[config.mk]
export PLATFORM = sky130hd
export DESIGN_NAME = mem_access_unit_flat
export DESIGN_NICKNAME = d
export VERILOG_FILES = /design/src/rtl/mem_pkg.sv /design/src/rtl/mem_access_unit_if.sv /design/src/rtl/load_formatter.sv /design/src/rtl/mem_access_unit.sv /design/src/flat_wrapper.sv
export SDC_FILE = /design/constraint.sdc
export NUM_CORES = 1
export LEC_CHECK = 0
export CAP_MARGIN = 20
export CELL_PAD_IN_SITES_DETAIL_PLACEMENT = 1
export CELL_PAD_IN_SITES_GLOBAL_PLACEMENT = 2
export CORE_ASPECT_RATIO = 0.7
export CORE_MARGIN = 4
export CORE_UTILIZATION = 33
export DETAILED_ROUTE_END_ITERATION = 16
export DONT_BUFFER_PORTS = 1
export PLACE_DENSITY = 0.88
export SYNTH_ARGS = -nofsm -noshare
export SYNTH_HDL_FRONTEND = slang
export SYNTH_HIERARCHICAL = 1
export SYNTH_SLANG_ARGS = --single-unit
[constraint.sdc]
create_clock -name clk -period 2 [get_ports clk]
set_clock_uncertainty 0.1 [all_clocks]
set_input_delay 0.4 -clock clk [delete_from_list [all_inputs] [get_ports clk]]
set_output_delay 0.4 -clock clk [all_outputs]
set_load 0.05 [all_outputs]
[src/rtl/mem_pkg.sv]
// Shared types and constants for the MEM-stage data memory access unit.
package mem_pkg;

    localparam int unsigned MEM_WORDS_DEFAULT = 64;

    typedef enum logic [1:0] {
        SZ_BYTE = 2'b00,
        SZ_HALF = 2'b01,
        SZ_WORD = 2'b10
    } size_e;

    typedef enum logic {
        IDLE   = 1'b0,
        RMW_WR = 1'b1
    } state_e;

endpackage

[src/rtl/mem_access_unit_if.sv]
// Request/response and data-memory word-port bundle for mem_access_unit.
interface mem_access_unit_if;

    logic        req_read;
    logic        req_write;
    logic [1:0]  req_size;
    logic        req_signed;
    logic [31:0] req_addr;
    logic [31:0] req_wdata;
    logic [31:0] ld_data;
    logic        stall;
    logic        fault;
    logic        fault_sticky;
    logic        mem_we;
    logic [31:0] mem_a;
    logic [31:0] mem_wd;
    logic        mem_b;
    logic [31:0] mem_rd;

    modport slave (
        input  req_read, req_write, req_size, req_signed, req_addr, req_wdata, mem_rd,
        output ld_data, stall, fault, fault_sticky, mem_we, mem_a, mem_wd, mem_b
    );

    modport master (
        output req_read, req_write, req_size, req_signed, req_addr, req_wdata, mem_rd,
        input  ld_data, stall, fault, fault_sticky, mem_we, mem_a, mem_wd, mem_b
    );

endinterface

[src/rtl/load_formatter.sv]
// Lane select plus sign/zero extension of a memory word; also exports the
// byte-lane mask so the store merge uses the same decode.
module load_formatter
    import mem_pkg::*;
(
    input  logic [31:0] word,
    input  logic [1:0]  addr_lo,
    input  logic [1:0]  size,
    input  logic        sext,
    output logic [31:0] data,
    output logic [3:0]  lane_mask
);

    logic [31:0] byte_shift;
    logic [31:0] half_shift;

    assign byte_shift = word >> {addr_lo, 3'b000};
    assign half_shift = word >> {addr_lo[1], 4'b0000};

    always_comb begin
        data      = '0;
        lane_mask = '0;
        case (size)
            SZ_BYTE: begin
                data      = {{24{sext & byte_shift[7]}}, byte_shift[7:0]};
                lane_mask = 4'b0001 << addr_lo;
            end
            SZ_HALF: begin
                data      = {{16{sext & half_shift[15]}}, half_shift[15:0]};
                lane_mask = addr_lo[1] ? 4'b1100 : 4'b0011;
            end
            SZ_WORD: begin
                data      = word;
                lane_mask = 4'b1111;
            end
            default: begin
                data      = '0;
                lane_mask = '0;
            end
        endcase
    end

endmodule

[src/rtl/mem_access_unit.sv]
// MEM-stage initiator for the word-wide data memory: formatted loads, word stores,
// and sub-word stores as a stalled two-cycle read-modify-write.
module mem_access_unit
    import mem_pkg::*;
#(
    parameter int unsigned MEM_WORDS = MEM_WORDS_DEFAULT
) (
    input logic              clk,
    input logic              reset_n,
    mem_access_unit_if.slave bus
);

    localparam logic [31:0] ADDR_LIMIT = 32'(MEM_WORDS) << 2;

    state_e      state_q, state_d;
    logic [31:0] merge_q, merge_d;
    logic        fault_sticky_q;

    logic        bad_align;
    logic        out_of_range;
    logic        req_fault;
    logic [31:0] fmt_data;
    logic [3:0]  lane_mask;
    logic [31:0] wdata_rep;
    logic [31:0] merged;

    load_formatter u_fmt (
        .word      (bus.mem_rd),
        .addr_lo   (bus.req_addr[1:0]),
        .size      (bus.req_size),
        .sext      (bus.req_signed),
        .data      (fmt_data),
        .lane_mask (lane_mask)
    );

    always_comb begin
        bad_align = 1'b1;
        case (bus.req_size)
            SZ_BYTE: bad_align = 1'b0;
            SZ_HALF: bad_align = bus.req_addr[0];
            SZ_WORD: bad_align = |bus.req_addr[1:0];
            default: bad_align = 1'b1;
        endcase
    end

    assign out_of_range = bus.req_addr >= ADDR_LIMIT;

    // Requests are only evaluated in IDLE; the RMW_WR cycle ignores them.
    assign req_fault = (state_q == IDLE) && (bus.req_read || bus.req_write) &&
                       ((bus.req_read && bus.req_write) || bad_align || out_of_range);

    assign wdata_rep = (bus.req_size == SZ_BYTE) ? {4{bus.req_wdata[7:0]}}
                                                 : {2{bus.req_wdata[15:0]}};

    always_comb begin
        merged = bus.mem_rd;
        for (int k = 0; k < 4; k++) begin
            if (lane_mask[k]) merged[8*k +: 8] = wdata_rep[8*k +: 8];
        end
    end

    always_comb begin
        state_d    = state_q;
        merge_d    = merge_q;
        bus.stall  = 1'b0;
        bus.mem_we = 1'b0;
        bus.mem_wd = bus.req_wdata;
        unique case (state_q)
            IDLE: begin
                if (bus.req_write && !req_fault) begin
                    if (bus.req_size == SZ_WORD) begin
                        bus.mem_we = 1'b1;
                    end else begin
                        bus.stall = 1'b1;
                        merge_d   = merged;
                        state_d   = RMW_WR;
                    end
                end
            end
            RMW_WR: begin
                bus.mem_we = 1'b1;
                bus.mem_wd = merge_q;
                state_d    = IDLE;
            end
            default: state_d = IDLE;
        endcase
    end

    always_ff @(posedge clk or negedge reset_n) begin
        if (!reset_n) begin
            state_q        <= IDLE;
            merge_q        <= '0;
            fault_sticky_q <= 1'b0;
        end else begin
            state_q        <= state_d;
            merge_q        <= merge_d;
            fault_sticky_q <= fault_sticky_q | req_fault;
        end
    end

    assign bus.ld_data      = ((state_q == IDLE) && bus.req_read && !req_fault) ? fmt_data : '0;
    assign bus.fault        = req_fault;
    assign bus.fault_sticky = fault_sticky_q;
    assign bus.mem_a        = {bus.req_addr[31:2], 2'b00};
    assign bus.mem_b        = 1'b0;

endmodule

[src/flat_wrapper.sv]
// flat-port wrapper written by rule: the top's interface ports become plain ports
module mem_access_unit_flat import mem_pkg::*;
#(
    parameter int unsigned MEM_WORDS = MEM_WORDS_DEFAULT
)
  (clk, reset_n, bus_req_read, bus_req_write, bus_req_size, bus_req_signed, bus_req_addr, bus_req_wdata, bus_mem_rd, bus_ld_data, bus_stall, bus_fault, bus_fault_sticky, bus_mem_we, bus_mem_a, bus_mem_wd, bus_mem_b);
  mem_access_unit_if bus_i ();
  input logic clk;
  input logic reset_n;
  input wire logic [$bits(bus_i.req_read)-1:0] bus_req_read;
  input wire logic [$bits(bus_i.req_write)-1:0] bus_req_write;
  input wire logic [$bits(bus_i.req_size)-1:0] bus_req_size;
  input wire logic [$bits(bus_i.req_signed)-1:0] bus_req_signed;
  input wire logic [$bits(bus_i.req_addr)-1:0] bus_req_addr;
  input wire logic [$bits(bus_i.req_wdata)-1:0] bus_req_wdata;
  input wire logic [$bits(bus_i.mem_rd)-1:0] bus_mem_rd;
  output wire logic [$bits(bus_i.ld_data)-1:0] bus_ld_data;
  output wire logic [$bits(bus_i.stall)-1:0] bus_stall;
  output wire logic [$bits(bus_i.fault)-1:0] bus_fault;
  output wire logic [$bits(bus_i.fault_sticky)-1:0] bus_fault_sticky;
  output wire logic [$bits(bus_i.mem_we)-1:0] bus_mem_we;
  output wire logic [$bits(bus_i.mem_a)-1:0] bus_mem_a;
  output wire logic [$bits(bus_i.mem_wd)-1:0] bus_mem_wd;
  output wire logic [$bits(bus_i.mem_b)-1:0] bus_mem_b;
  assign bus_i.req_read = bus_req_read;
  assign bus_i.req_write = bus_req_write;
  assign bus_i.req_size = bus_req_size;
  assign bus_i.req_signed = bus_req_signed;
  assign bus_i.req_addr = bus_req_addr;
  assign bus_i.req_wdata = bus_req_wdata;
  assign bus_i.mem_rd = bus_mem_rd;
  assign bus_ld_data = bus_i.ld_data;
  assign bus_stall = bus_i.stall;
  assign bus_fault = bus_i.fault;
  assign bus_fault_sticky = bus_i.fault_sticky;
  assign bus_mem_we = bus_i.mem_we;
  assign bus_mem_a = bus_i.mem_a;
  assign bus_mem_wd = bus_i.mem_wd;
  assign bus_mem_b = bus_i.mem_b;
  mem_access_unit #(.MEM_WORDS(MEM_WORDS)) u_core (.clk(clk), .reset_n(reset_n), .bus(bus_i));
endmodule
==> impl_metrics.json, run 1 <==
{
  "fmax_ghz": 0.453,
  "finalSetupViolations": 66,
  "cap_violations": 0,
  "grt_pass1_vias": 3385,
  "yosysMostFrequentCell": "mux2_2",
  "hp-class": "primary input to flop",
  "place_congestion": 0.863,
  "cp.required_ns": 1.50,
  "grt-ovfl-total": 0,
  "avgViaCountPerCell": 5.56,
  "ir_drop_v": 0.000267,
  "reg2reg_slack_ns": -0.12,
  "fin_area_um2": 4530,
  "cp-end-kind": "primary output",
  "hold_viol_final": 0,
  "switching_share_pct": 30.8,
  "area_growth_pct": 20.4,
  "power_w": 0.00203,
  "violations": "negative setup slack",
  "period_needed_ns": 2.21,
  "synth-edff-count": 0,
  "r2r_cells": 9,
  "cts-root-buf": "clkbuf_16",
  "route.vias.total": 3025,
  "drc": 0,
  "synth_top_cells_by_area": "dfrtp_1 23%, mux2_2 15%, mux2_4 12%",
  "drive_gt1_share_pct": 47.3,
  "p_sw_w": 0.000625,
  "power.density_nw_per_um2": 448,
  "antenna_found_initial": 0,
  "arrival_ns": 1.71,
  "first_pass_iters": 4,
  "min_delay_path_depth": 2,
  "drtIter0Drc": 94,
  "worst_skew_pair.late_latency_ns": 0.28,
  "relSlewSlack_pct": 40.7,
  "yosys_warnings": 6,
  "placed_area_um2": 3990,
  "clkTransAtPathRegs_ns": 0.05,
  "criticalPathCategory": "flop to primary output",
  "power_leakage_nw": 1.93,
  "synthTopCellsByCount": "51 x mux2_2, 40 x a21oi_1, 35 x buf_4",
  "status": "finished, violations left",
  "ys_ff_latch": 34,
  "synth_top_cell_by_area": "dfrtp_1",
  "r2r_start": "u_core/state_q",
  "portBuffers": 0,
  "grt_pass1_wl_mm": 19.4,
  "htreeDepth": 2,
  "pin_count": 204,
  "fin_util_pct": 40.8,
  "synthFlopType": "dfrtp_1",
  "synthArstFlopShare_pct": 100,
  "fin_ws_ns": -0.210,
  "worstHoldStart": "bus_req_read",
  "cts.sink_count": 34,
  "track_usage_pct": 19.1,
  "std_cell_rows": 32,
  "startpoint_type": "flop",
  "post-place-ws_ns": -0.280,
  "ant_nets": 0,
  "antennaDiodeCount": 0,
  "final_nets": 493,
  "critPathMaxFanout": 19,
  "hpwl_mm": 10.3,
  "ys_seq_area_share_pct": 22.6,
  "clkPwrFrac_pct": 38.7,
  "cts_tree": "yes",
  "tightest_slew_ns": 0.886,
  "coreArea_um2": 11100,
  "routedWlPerCell_um": 24.3,
  "final_max_slew_viol_count": 0,
  "cts_made_buffers": 5,
  "finalSetupTns_ns": -9.19,
  "die_w_um": 136,
  "syn_avg_cell_area_um2": 9.38,
  "yosysTopAreaCellShare_pct": 22.6,
  "comb_power_share_pct": 27.4,
  "r2r-end": "u_core/merge_q[12]",
  "dieHeight_um": 97.3,
  "syn_inst": 401,
  "p_int_w": 0.00140,
  "finalCritPeriodShare_pct": 110,
  "wirelength_mm": 13.2,
  "grt_max_degree": 47,
  "start_util_pct": 33.9,
  "rsz0062_at_grt": "yes",
  "clock_path_buffers": 2,
  "whs_endpoint": "u_core/bus.fault_sticky",
  "netlist_area_um2": 3760,
  "design.die.area_um2": 13200,
  "synth.distinct_cells": 40,
  "seq_power_share_pct": 33.9
}
## sequential cells by signal, indices dropped and copies added (netlist names)
name and cells:
u_core/state_q 1, u_core/merge_q 32, u_core/bus.fault_sticky 1
## through the flow
stage | hold slack (ns) | instances
after floorplan | 0.00441 | 403
after global placement | 0.00552 | 524
after detailed placement | 0.00553 | 524
after CTS | 0.231 | 536
after global routing | 0.272 | 544
final | 0.246 | 544
## area by class of cell
type,count,area [um^2]
flip-flops and latches,34,851
clock inverters,1,5.00
fillers,1250,6560
clock buffers,7,143
well taps,153,191
multi-input cells,293,2730
inverters,9,33.8
repair buffers,47,571
## layer usage
layer	wire length (um)	up-vias	part of all wire (%)	GRT usage (%)
met5	0	-	0	0
met4	196	0	1.5	4.57
met3	1280	20	9.7	7.56
met2	6520	147	49	33.7
met1	5240	1487	40	21.5
li1	-	1371	-	-
## power groups by stage
stage          combinational [W]  clock [W]  sequential, W
6_report                0.000556   0.000785       0.000688
5_1_grt                 0.000597   0.000837       0.000688
4_1_cts                 0.000536   0.000805       0.000688
3_5_place_dp            0.000510          0       0.000701
3_3_place_gp            0.000498          0       0.000701
2_1_floorplan           0.000623          0       0.000701
## worst max-delay path by stage
stage                           startpoint                 end  slack [ns]
after floorplan           bus_req_addr[26]     bus_ld_data[10]       -0.23
after global placement    bus_req_addr[25]  u_core/merge_q[26]       -0.25
after detailed placement   bus_req_size[0]   u_core/merge_q[4]       -0.28
after CTS                 bus_req_addr[25]     bus_ld_data[20]       -0.23
after global routing      bus_req_addr[25]     bus_ld_data[20]       -0.31
final                       u_core/state_q     bus_ld_data[20]       -0.21
## placed cells by master, fill, tap and decap left out, types with 2 or more instances in the layout
cell and count:
nor2b_1 4, nand2b_1 8, buf_8 3, nor2_1 23
nor4_4 7, o21ai_0 3, conb_1 3, dfrtp_1 34
and2_4 32, inv_1 9, mux2_2 18, o311ai_0 5
mux2i_1 17, mux2_4 64, a21oi_4 2, buf_4 21
nand2_1 17, o311ai_1 2, o22ai_1 2, clkbuf_16 6
buf_6 10, buf_12 11, a21oi_1 39, o21a_1 7
o211ai_1 17, nand4_1 7, nor3b_2 2
## what timing repair did
item,4_1_cts,5_1_grt
resized for setup,20,49
endpoints found under the setup margin,64,95
gates cloned,0,1
pin swaps,2,0
setup buffers,2,9
hold endpoints to repair,34,0
hold buffers,2,0
## critical path, stage by stage (launching register included)
cell and delay (ns):
dfrtp_1 0.42, nand2b_4 0.16, nor4b_4 0.28, buf_6 0.16, buf_12 0.14, and2_4 0.24
## kinds of logic after synthesis
| family | share of synthesized area [%] |
|---|---|
| buffers and inverters | 12.8 |
| flip-flops | 22.6 |
| multiplexers | 32.2 |
| AND/OR/NAND/NOR | 17.8 |
| AO/OA/AOI/OAI | 14.5 |
| other | 0.0997 |
Note: power is estimated with default switching activity, not from simulation.
==> run 2: changes to the inputs <==
Settings changed: CAP_MARGIN 20 to unset.
==> results of run 2 <==
Same layout as run 1: the final DEF is identical, and so are final timing and power.
==> run 3: changes to the inputs <==
Settings changed: CORE_UTILIZATION 33 to 36, PLACE_DENSITY 0.88 to 0.91.
Clock period 2 ns to 2.5 ns, I/O delays scaled along.
==> impl_metrics.json, run 3 (same netlist as run 1, synthesis figures left out) <==
{
  "status": "complete, no violations",
  "finalSetupTns_ns": 0,
  "routedWlPerCell_um": 25.3,
  "r2r-end": "u_core/merge_q[13]",
  "use_met3_pct": 7.59,
  "pin_count": 204,
  "p_int_w": 0.00110,
  "p_sw_w": 0.000499,
  "grt_max_degree": 47,
  "coreArea_um2": 9950,
  "reg2reg_slack_ns": 0.31,
  "fmax_ghz": 0.405,
  "track_usage_pct": 20.9,
  "avgViaCountPerCell": 5.81,
  "portBuffers": 0,
  "design.die.area_um2": 12200,
  "clock_path_buffers": 2,
  "tightest_slew_ns": 0.886,
  "antennaDiodeCount": 0,
  "clkPwrFrac_pct": 39.4,
  "ir_drop_v": 0.000245,
  "htreeDepth": 2,
  "worstHoldStart": "bus_req_read",
  "power_leakage_nw": 1.78,
  "min_delay_path_depth": 2,
  "drive_gt1_share_pct": 45.5,
  "area_growth_pct": 15.1,
  "grt-ovfl-total": 0,
  "largest_reg_flops": 32,
  "worst_skew_pair.late_latency_ns": 0.28,
  "hold_viol_final": 0,
  "finalCritPeriodShare_pct": 98.9,
  "drtIter0Drc": 105,
  "dieHeight_um": 93.5,
  "cts_made_buffers": 5,
  "cp.required_ns": 1.90,
  "rsz0062_at_grt": "yes",
  "final_common_cell": "mux2_2",
  "critPathMaxFanout": 16,
  "crit_chain": "nor4_4 -> nand4_2 -> nor4b_4 -> buf_6 -> buf_12 -> and2_2",
  "cts-root-buf": "clkbuf_16",
  "hp-class": "primary input to flop",
  "slowest_stage": "and2_2",
  "final_max_slew_viol_count": 0,
  "seq_power_share_pct": 34.5,
  "comb_power_share_pct": 26.1,
  "period_needed_ns": 2.47,
  "route.vias.total": 2981,
  "slowest_delay_ns": 0.32,
  "clkTransAtPathRegs_ns": 0.05,
  "cts_tree": "yes",
  "power.density_nw_per_um2": 369,
  "start_util_pct": 37.8,
  "std_cell_rows": 30,
  "startpoint_type": "primary input",
  "cts.sink_count": 34,
  "met2_usage_pct": 37.9,
  "grt_pass1_vias": 3386,
  "final_cells": 513,
  "hpwl_mm": 10.1,
  "finalSetupViolations": 0,
  "regMostFlops": "u_core/merge_q",
  "first_pass_iters": 4,
  "antenna_found_initial": 0,
  "r2r_cells": 8,
  "cp-end-kind": "primary output",
  "whs_endpoint": "u_core/bus.fault_sticky",
  "place_congestion": 0.902,
  "cap_violations": 0,
  "gr-usage-met1_pct": 23.1,
  "dp_cells": 499,
  "grt_pass1_wl_mm": 19.4,
  "ant_nets": 0,
  "arrival_ns": 1.87,
  "switching_share_pct": 31.3,
  "final_cell_mix": "51 x mux2_2, 40 x a21oi_1, 34 x dfrtp_1, 31 x mux2_4, 24 x nor2_1",
  "criticalPathCategory": "primary input to primary output",
  "r2r_start": "u_core/state_q",
  "grt.busiest_layer": "met2",
  "die_w_um": 130,
  "wirelength_mm": 13.0,
  "fin_ws_ns": 0.0287,
  "drc": 0,
  "post-place-ws_ns": -0.0275,
  "relSlewSlack_pct": 40.7,
  "final_nets": 487
}
==> run 3: cell count changes in the layout (fill, tap and decap cells not counted), sizes merged <==
cell    before  now
clkbuf       8    7
buf         45   40
==> run 3: final cells by class <==
cell class / count / area, um^2
fillers: 1101 / 5620
multi-input cells: 293 / 2560
flip-flops and latches: 34 / 851
repair buffers: 41 / 572
well taps: 128 / 160
clock buffers: 7 / 143
inverters: 9 / 33.8
clock inverters: 1 / 5.00
==> run 3: stage by stage <==
step                hold WS (ns)  utilization (%)  total power [W]  instance area, um^2
floorplan                  0.104                -          0.00105                 3800
global route               0.350             43.5          0.00166                 4330
global placement           0.106             40.4         0.000943                 4010
detailed placement         0.105             40.4         0.000955                 4010
CTS                        0.332             43.0          0.00161                 4280
finish                     0.337             43.5          0.00160                 4330
==> run 3: worst max-delay path by stage <==
| stage | from | to | slack (ns) | cells after the start |
|---|---|---|---|---|
| floorplan | bus_req_addr[28] | bus_ld_data[10] | -0.04 | 5 |
| global route | bus_req_addr[15] | bus_ld_data[25] | -0.04 | 6 |
| finish | bus_req_addr[15] | bus_ld_data[1] | 0.03 | 6 |
| detailed placement | bus_req_addr[13] | bus_ld_data[0] | -0.03 | 6 |
| global placement | bus_req_addr[13] | bus_ld_data[31] | 0.03 | 6 |
| CTS | bus_req_addr[25] | bus_ld_data[31] | 0.009 | 7 |
==> run 3: power groups by stage <==
stage               registers, W  logic [W]  clock network, W
floorplan               0.000561   0.000491                 0
global placement        0.000560   0.000382                 0
detailed placement      0.000560   0.000395                 0
CTS                     0.000551   0.000415          0.000640
global route            0.000550   0.000449          0.000664
finish                  0.000551   0.000416          0.000629
==> run 3: repair_timing <==
action                                 4_1_cts  5_1_grt
hold buffers                                 2        0
cloned                                       1        0
gates resized for setup                      8       20
endpoints found under the hold margin       34        0
pin swaps                                    3        4
buffers inserted                             4        0
setup endpoints to repair                   24       31
==> run 3: metal layers <==
layer	up-vias	wire, um	share of wire, %
met5	-	0	0
met3	23	1210	9.3
met2	148	6750	52
met1	1450	4820	37
li1	1360	-	-
met4	0	226	1.7
==> run 3: worst max-delay path, delay by kind of cell <==
| kind | cells | cell delay, ns |
|---|---|---|
| and+or+nand+nor | 4 | 1.05 |
| buffers and inverters | 2 | 0.31 |
